--- config.mk ---
export PLATFORM = sky130hd
export DESIGN_NAME = ball_motion
export DESIGN_NICKNAME = d
export VERILOG_FILES = /design/src/rtl/ball_motion.sv
export SDC_FILE = /design/constraint.sdc
export NUM_CORES = 1
export LEC_CHECK = 0
export BUFFER_PORTS_ARGS = -buffer_cell sky130_fd_sc_hd__buf_4
export CAP_MARGIN = 20
export CORE_MARGIN = 3
export CORE_UTILIZATION = 53
export CTS_CLUSTER_DIAMETER = 50
export DETAILED_ROUTE_END_ITERATION = 12
export MAX_ROUTING_LAYER = met4
export PLACE_DENSITY_LB_ADDON = 0.25
export SETUP_SLACK_MARGIN = 0.02
export SKIP_CTS_REPAIR_TIMING = 1
export SYNTH_ARGS = -nofsm -noshare
export SYNTH_HDL_FRONTEND = slang
export SYNTH_SLANG_ARGS = --single-unit
--- constraint.sdc ---
create_clock -name clk_i -period 3.15 [get_ports clk_i]
set_input_delay 0.63 -clock clk_i [delete_from_list [all_inputs] [get_ports clk_i]]
set_output_delay 0.63 -clock clk_i [all_outputs]
set_load 0.05 [all_outputs]
--- src/rtl/ball_motion.sv ---
// +--------------------------------------------------------------------------+
// | ball_motion: steps the ball by the encoder velocity on each move tick,   |
// | reflects off top/bottom walls and flags left/right misses.               |
// | Revision: 1.0                                                            |
// +--------------------------------------------------------------------------+
`default_nettype none

module ball_motion #(
   parameter int SCREEN_W  = 640,
   parameter int SCREEN_H  = 480,
   parameter int BALL_SIZE = 8,
   parameter int POS_W     = 10,
   parameter int START_X   = 316,
   parameter int START_Y   = 236
) (
   input  logic             clk_i,
   input  logic             rst_ni,
   input  logic             tick_i,
   input  logic             serve_i,
   input  logic [3:0]       in_vector_i,
   output logic [POS_W-1:0] ball_x_o,
   output logic [POS_W-1:0] ball_y_o,
   output logic             dir_x_o,
   output logic             dir_y_o,
   output logic             miss_left_o,
   output logic             miss_right_o,
   output logic             bounce_o
);

   // Two guard bits let the step go below zero or past the limit without wrapping.
   localparam int c_EXT_W = POS_W + 2;

   localparam logic signed [c_EXT_W-1:0] c_ZERO   = '0;
   localparam logic signed [c_EXT_W-1:0] c_XMAX   = c_EXT_W'(SCREEN_W - BALL_SIZE);
   localparam logic signed [c_EXT_W-1:0] c_YMAX   = c_EXT_W'(SCREEN_H - BALL_SIZE);
   localparam logic [POS_W-1:0]          c_XMAX_P = POS_W'(SCREEN_W - BALL_SIZE);
   localparam logic [POS_W-1:0]          c_YMAX_P = POS_W'(SCREEN_H - BALL_SIZE);
   localparam logic [POS_W-1:0]          c_STX    = POS_W'(START_X);
   localparam logic [POS_W-1:0]          c_STY    = POS_W'(START_Y);

   typedef enum logic [1:0] {
      IDLE = 2'd0,
      MOVE = 2'd1,
      MISS = 2'd2
   } state_t;

   state_t             state_q, state_d;
   logic [POS_W-1:0]   ball_x_q, ball_x_d;
   logic [POS_W-1:0]   ball_y_q, ball_y_d;
   logic               dir_x_q, dir_x_d;
   logic               dir_y_q, dir_y_d;
   logic               miss_left_q, miss_left_d;
   logic               miss_right_q, miss_right_d;
   logic               bounce_q, bounce_d;

   logic signed [c_EXT_W-1:0] w_dx;
   logic signed [c_EXT_W-1:0] w_dy;
   logic signed [c_EXT_W-1:0] w_nx;
   logic signed [c_EXT_W-1:0] w_ny;

   assign w_dx = {{(c_EXT_W-2){in_vector_i[3]}}, in_vector_i[3:2]};
   assign w_dy = {{(c_EXT_W-2){in_vector_i[1]}}, in_vector_i[1:0]};
   assign w_nx = $signed({2'b00, ball_x_q}) + w_dx;
   assign w_ny = $signed({2'b00, ball_y_q}) + w_dy;

   always_comb begin
      state_d      = state_q;
      ball_x_d     = ball_x_q;
      ball_y_d     = ball_y_q;
      dir_x_d      = dir_x_q;
      dir_y_d      = dir_y_q;
      miss_left_d  = 1'b0;
      miss_right_d = 1'b0;
      bounce_d     = 1'b0;

      case (state_q)
         IDLE: begin
            if (serve_i) begin
               state_d = MOVE;
            end
         end

         MOVE: begin
            if (tick_i) begin
               if (w_ny <= c_ZERO) begin
                  ball_y_d = '0;
                  dir_y_d  = 1'b0;
                  bounce_d = 1'b1;
               end else if (w_ny >= c_YMAX) begin
                  ball_y_d = c_YMAX_P;
                  dir_y_d  = 1'b1;
                  bounce_d = 1'b1;
               end else begin
                  ball_y_d = w_ny[POS_W-1:0];
               end

               if (w_nx <= c_ZERO) begin
                  ball_x_d    = '0;
                  miss_left_d = 1'b1;
                  state_d     = MISS;
               end else if (w_nx >= c_XMAX) begin
                  ball_x_d     = c_XMAX_P;
                  miss_right_d = 1'b1;
                  state_d      = MISS;
               end else begin
                  ball_x_d = w_nx[POS_W-1:0];
               end
            end
         end

         MISS: begin
            // Re-serve toward the player who just scored.
            if (tick_i) begin
               ball_x_d = c_STX;
               ball_y_d = c_STY;
               dir_x_d  = ~dir_x_q;
               state_d  = IDLE;
            end
         end

         default: begin
            state_d = IDLE;
         end
      endcase
   end

   always_ff @(posedge clk_i) begin
      if (!rst_ni) begin
         state_q      <= IDLE;
         ball_x_q     <= c_STX;
         ball_y_q     <= c_STY;
         dir_x_q      <= 1'b0;
         dir_y_q      <= 1'b0;
         miss_left_q  <= 1'b0;
         miss_right_q <= 1'b0;
         bounce_q     <= 1'b0;
      end else begin
         state_q      <= state_d;
         ball_x_q     <= ball_x_d;
         ball_y_q     <= ball_y_d;
         dir_x_q      <= dir_x_d;
         dir_y_q      <= dir_y_d;
         miss_left_q  <= miss_left_d;
         miss_right_q <= miss_right_d;
         bounce_q     <= bounce_d;
      end
   end

   assign ball_x_o     = ball_x_q;
   assign ball_y_o     = ball_y_q;
   assign dir_x_o      = dir_x_q;
   assign dir_y_o      = dir_y_q;
   assign miss_left_o  = miss_left_q;
   assign miss_right_o = miss_right_q;
   assign bounce_o     = bounce_q;

endmodule

`default_nettype wire

# After elaboration in Yosys (flattened, before gate mapping)
# Index checks and enable logic that the tools add are counted.
[word_totals] word_cells=55 output_inout_bits=25 reg_bits=27
[classes] n_reduce_logical=9 magnitude_cmp=4 bitwise=4 n_eq_ne=6 add_sub_neg=2 mux=22
[op_table] cell="$mux 10" n=8
[op_table] cell="$pmux 10 s2" n=2
[op_table] cell="$add 11x2->12" n=2
[op_table] cell="$le 12x1->1 const B" n=2
[op_table] cell="$ge 12x10->1 const B" n=1
[op_table] cell="$ge 12x11->1 const B" n=1
[op_table] cell="$mux 2" n=5
[op_table] cell="$reduce_and 3->1" n=3
[op_table] cell="$mux 1" n=6
[op_table] cell="$ne 2x2->1 const B" n=3
[op_table] cell="$pmux 2 s3" n=1
[op_table] cell="$not 1->1" n=4
[op_table] cell="$reduce_and 4->1" n=1
[op_table] cell="$reduce_bool 2->1" n=2
[op_table] cell="$reduce_or 4->1" n=1
[op_table] cell="$ne 3x3->1 const B" n=1
[op_table] cell="$eq 2x1->1 const B" n=1
[op_table] cell="$eq 2x2->1 const B" n=1
[op_table] cell="$logic_not 2->1" n=1
[op_table] cell="$reduce_and 2->1" n=1

# Logic depth before layout (Yosys ltp)
[logic_depth] word_depth=6 ltp_mapped=11

# Worst setup path after synthesis
# No wires, ideal clock.
[synth_timing] kind="in2reg" from="input port in_vector_i[0]" to="register ball_y_q[6], in the netlist ball_y_o[6]" required_ps=3028 slack_ps=51 path_buffers=0 path_stages=10 arrival_time_ps=2977 path_cell_list="ha_1 -> fa_1 -> a21o_1 -> a21oi_1 -> xnor2_1 -> a221oi_1 -> o311ai_1 -> a22oi_2 -> nand2b_1 -> a221o_1"
[synth_between] elab_chain_len=6
[synth_lines] item="start, declared" line="20" text="input logic [3:0] in_vector_i,"
[synth_lines] item="$add 11x2->12 (*)" line="64" text="assign w_ny = $signed({2'b00, ball_y_q}) + w_dy;"
[synth_lines] item="$ge 12x10->1" line="89" text="end else if (w_ny >= c_YMAX) begin"
[synth_lines] item="$mux 10" line="89"
[synth_lines] item="$mux 10 (*)" line="85" text="if (w_ny <= c_ZERO) begin"
[synth_lines] item="$mux 10 (*)" line="84" text="if (tick_i) begin"
[synth_lines] item="$pmux 10 s2 (*)" line="76" text="case (state_q)"
[synth_lines] item="end signal, assigned" line="131" text="ball_y_q <= c_STY;"
[synth_lines] item="end signal, assigned" line="140" text="ball_y_q <= ball_y_d;"
[synth_lines] item="end, declared" line="49" text="logic [POS_W-1:0] ball_y_q, ball_y_d;"
# Mark *: on every way between the ends. The rest lies on a longest branch, timed or not. The select of a mux whose other input is x is not followed.
# A chain may end at the register's enable or synchronous reset.

# Worst setup path after layout
[layout_timing] from="input port in_vector_i[0]" to="register ball_y_q[0], in the netlist ball_y_o[0]"
# The elaborated chain is that of the path after synthesis.

==> impl_metrics.yaml <==
placement:
  io_buffer_count: 32
  pre_cts_slack_ps: -197
  dp_hpwl_mm: 5.43
  gp_congestion: 0.930
drt:
  drtAntennaViolNets: 0
  wire_per_inst_um: 15.4
  drt-vias-per-instance: 5.96
  first_pass_iters: 4
  route.vias.total: 2666
  finalWirelength_mm: 6.87
  drc: 0
  first_iter_violations: 93
critical_path:
  path_buf_inv: 2
  worstPathArrival_ps: 3180
  cp_slowest_cell: "fa_1"
  critPathKind: "input pin to register"
  critPathLaunchType: "input pin"
  cp_max_fo: 5
  critPathMaxStageDelay_ps: 420
  crit_required_ps: 3330
  cpMostUsedCell: "buf_4"
  path_cells: "buf_4, ha_1, fa_1, a21o_1, a221oi_1, xnor2_1, nand3_1, o311ai_1, a22oi_2, buf_4, a41o_2"
  critical-path-top-delay-family: "compound AO/OA/AOI/OAI gates"
  end_kind: "register"
layout:
  area_growth_pct: 26.2
  final_util_pct: 72.0
  nFillCells: 380
  drive_above_1_share_pct: 27.2
  n_antenna_cell: 0
  fin_nets: 415
flow_run:
  maxCapViolations: 0
logic_synthesis:
  ys_types: 67
  ys_seq_area_share_pct: 20.9
  synthArstFlopShare_pct: 0
  syn_area_per_cell_um2: 8.16
  synth_flop_cell: "dfxtp_1"
  ys_warn_count: 0
  synth_fp_nets: 349
  synthCells: 317
  ys_ff_latch: 27
  synth_edf_count: 0
  synthesis.area_um2: 2590
sta:
  fmax_mhz: 333
  period_share_pct: 95.2
  rsz0062_at_grt: "yes"
  post-route-min-period_ps: 3000
  relSlewSlack_pct: 68.4
  setup_viol: 0
  finalSetupTns_ps: 0
  hold_violations: 0
  skew_ps: 5.37
  slew_violations: 0
  finalWorstSetupSlack_ps: 151
  worst_pin_slew_ps: 470
cts:
  clock_latency_ps: 280
  cts_max_level: 1
  clkSlewWorstSetupHoldPaths_ps: 100
  root_buffer: "clkbuf_8"
  clk_path_buf_depth: 2
  cts.sink_count: 27
  cts_tree: "yes"
  cts_buffers: 3
grt:
  antenna_found_initial: 0
  grt_pass1_wl_mm: 11.4
  first_global_vias: 2596
  grt_overflow: 0
  grt_max_degree: 21
  grtUsageTotal_pct: 25.8
power:
  ir_worst_vdd_v: 0.000302
  p_per_area_nw_per_um2: 430
  p_leak_nw: 1.46
floorplanning:
  ios: 33
  die_h_um: 75.9
  core_region_area_um2: 4530
  die_area_um2: 5760
  rows: 24
  start_util_pct: 57.1
  die_w_um: 75.9
hold_path:
  min_path_type: "register to register"
run_status:
  run_status: "finished, final reports clean"
cells in the mapped netlist (all sizes together) (2+ instances only):
cell type,instances,share of area (%)
a31o,4,1.4
or3,6,1.6
nand3,11,2.1
o21bai,2,0.58
o21a,11,3.2
nor3b,3,0.87
o21ai,18,3.5
o311ai,4,1.6
and3,7,1.7
a221oi,5,1.7
a21o,14,4.1
a21oi,18,3.5
o2111ai,2,0.68
nor3,5,1.4
nor2b,6,1.5
ha,22,11
a2111oi,2,1.4
clkbuf,11,1.6
a211o,5,1.7
a221o,3,1.2
o211ai,5,1.5
a31oi,2,0.48
dfxtp,27,21
inv,12,1.7
and4,2,0.68
nand2b,6,1.5
xnor2,9,3.0
fa,2,1.5
a211oi,4,1.4
o211a,2,0.77
buf,5,1.1
a41o,2,0.82
nand4,4,0.97
o31ai,5,1.5
o21ba,2,0.77
and2,6,1.6
nor2,23,3.3
nand2,18,2.6
xor2,5,2.0
nand3b,3,0.87
path summary, 6_finish.rpt:
kind / slack (ps) / endpoint / cells past startpoint / start
worst max-delay path: 150 / ball_y_o[0] / 11 / in_vector_i[0]
worst min-delay path: 500 / state_q[0] / 1 / state_q[0]
worst max register to register: 220 / ball_x_o[7] / 11 / ball_x_o[0]
worst min register to register: 500 / state_q[0] / 1 / state_q[0]
final cells by class:
type	count	area [um^2]	area share (%)
multi-input cells	262	1960	60.0
repair buffers	77	591	18.1
inverters	12	45.0	1.38
well taps	65	81.3	2.49
clock buffers	3	41.3	1.26
clock inverters	1	7.51	0.230
flip-flops and latches	27	541	16.6
placed cells by master, fill, tap and decap left out, types with 7 or more instances in the layout:
cell type and n:
a21oi_1 17, o21ai_0 15, nor2_1 23, dfxtp_1 27, nand3_1 11, xnor2_1 9, inv_1 12, buf_4 76
ha_1 22, nand2_1 18, o21a_1 11, a21o_1 14, and3_1 7
registers in the layout (all words and copies together), names as in the netlist:
| register | cells |
|---|---|
| ball_x_o | 10 |
| ball_y_o | 10 |
| bounce_o | 1 |
| dir_x_o | 1 |
| dir_y_o | 1 |
| miss_left_o | 1 |
| miss_right_o | 1 |
| state_q | 2 |
power by group:
group          total (mW)  switching [mW]  internal [mW]
Clock               0.206           0.116         0.0899
Combinational       0.808           0.458          0.351
Sequential          0.390          0.0231          0.367
Total                1.40           0.596          0.807
kinds of logic after synthesis:
| group | synth area share, % |
|---|---|
| AO/OA/AOI/OAI | 35.2 |
| AND/OR/NAND/NOR | 21.5 |
| buffers and inverters | 4.40 |
| flip-flops | 20.9 |
| adder cells (fa/ha/maj) | 12.2 |
| XOR/XNOR | 5.03 |
| multiplexers | 0.822 |
stage by stage:
stage / instance area [um^2] / std cells / power (mW) / hold slack, ps
final: 3270 / 447 / 1.40 / 496
after detailed placement: 3190 / 443 / 1.18 / 483
after CTS: 3240 / 447 / 1.38 / 499
after global placement: 3190 / 443 / 1.17 / 474
after floorplan: 2590 / 317 / 0.918 / 448
after global routing: 3270 / 447 / 1.49 / 528
metal layers:
metal | track usage, % | part of all wire, % | vias to the layer above
li1 | - | - | 1333
met3 | 1.98 | 3.2 | 16
met5 | - | 0 | -
met4 | 9.32 | 1.8 | 0
met1 | 30.6 | 43 | 1258
met2 | 45.3 | 51 | 59
Power figures use the tool's default switching activity.
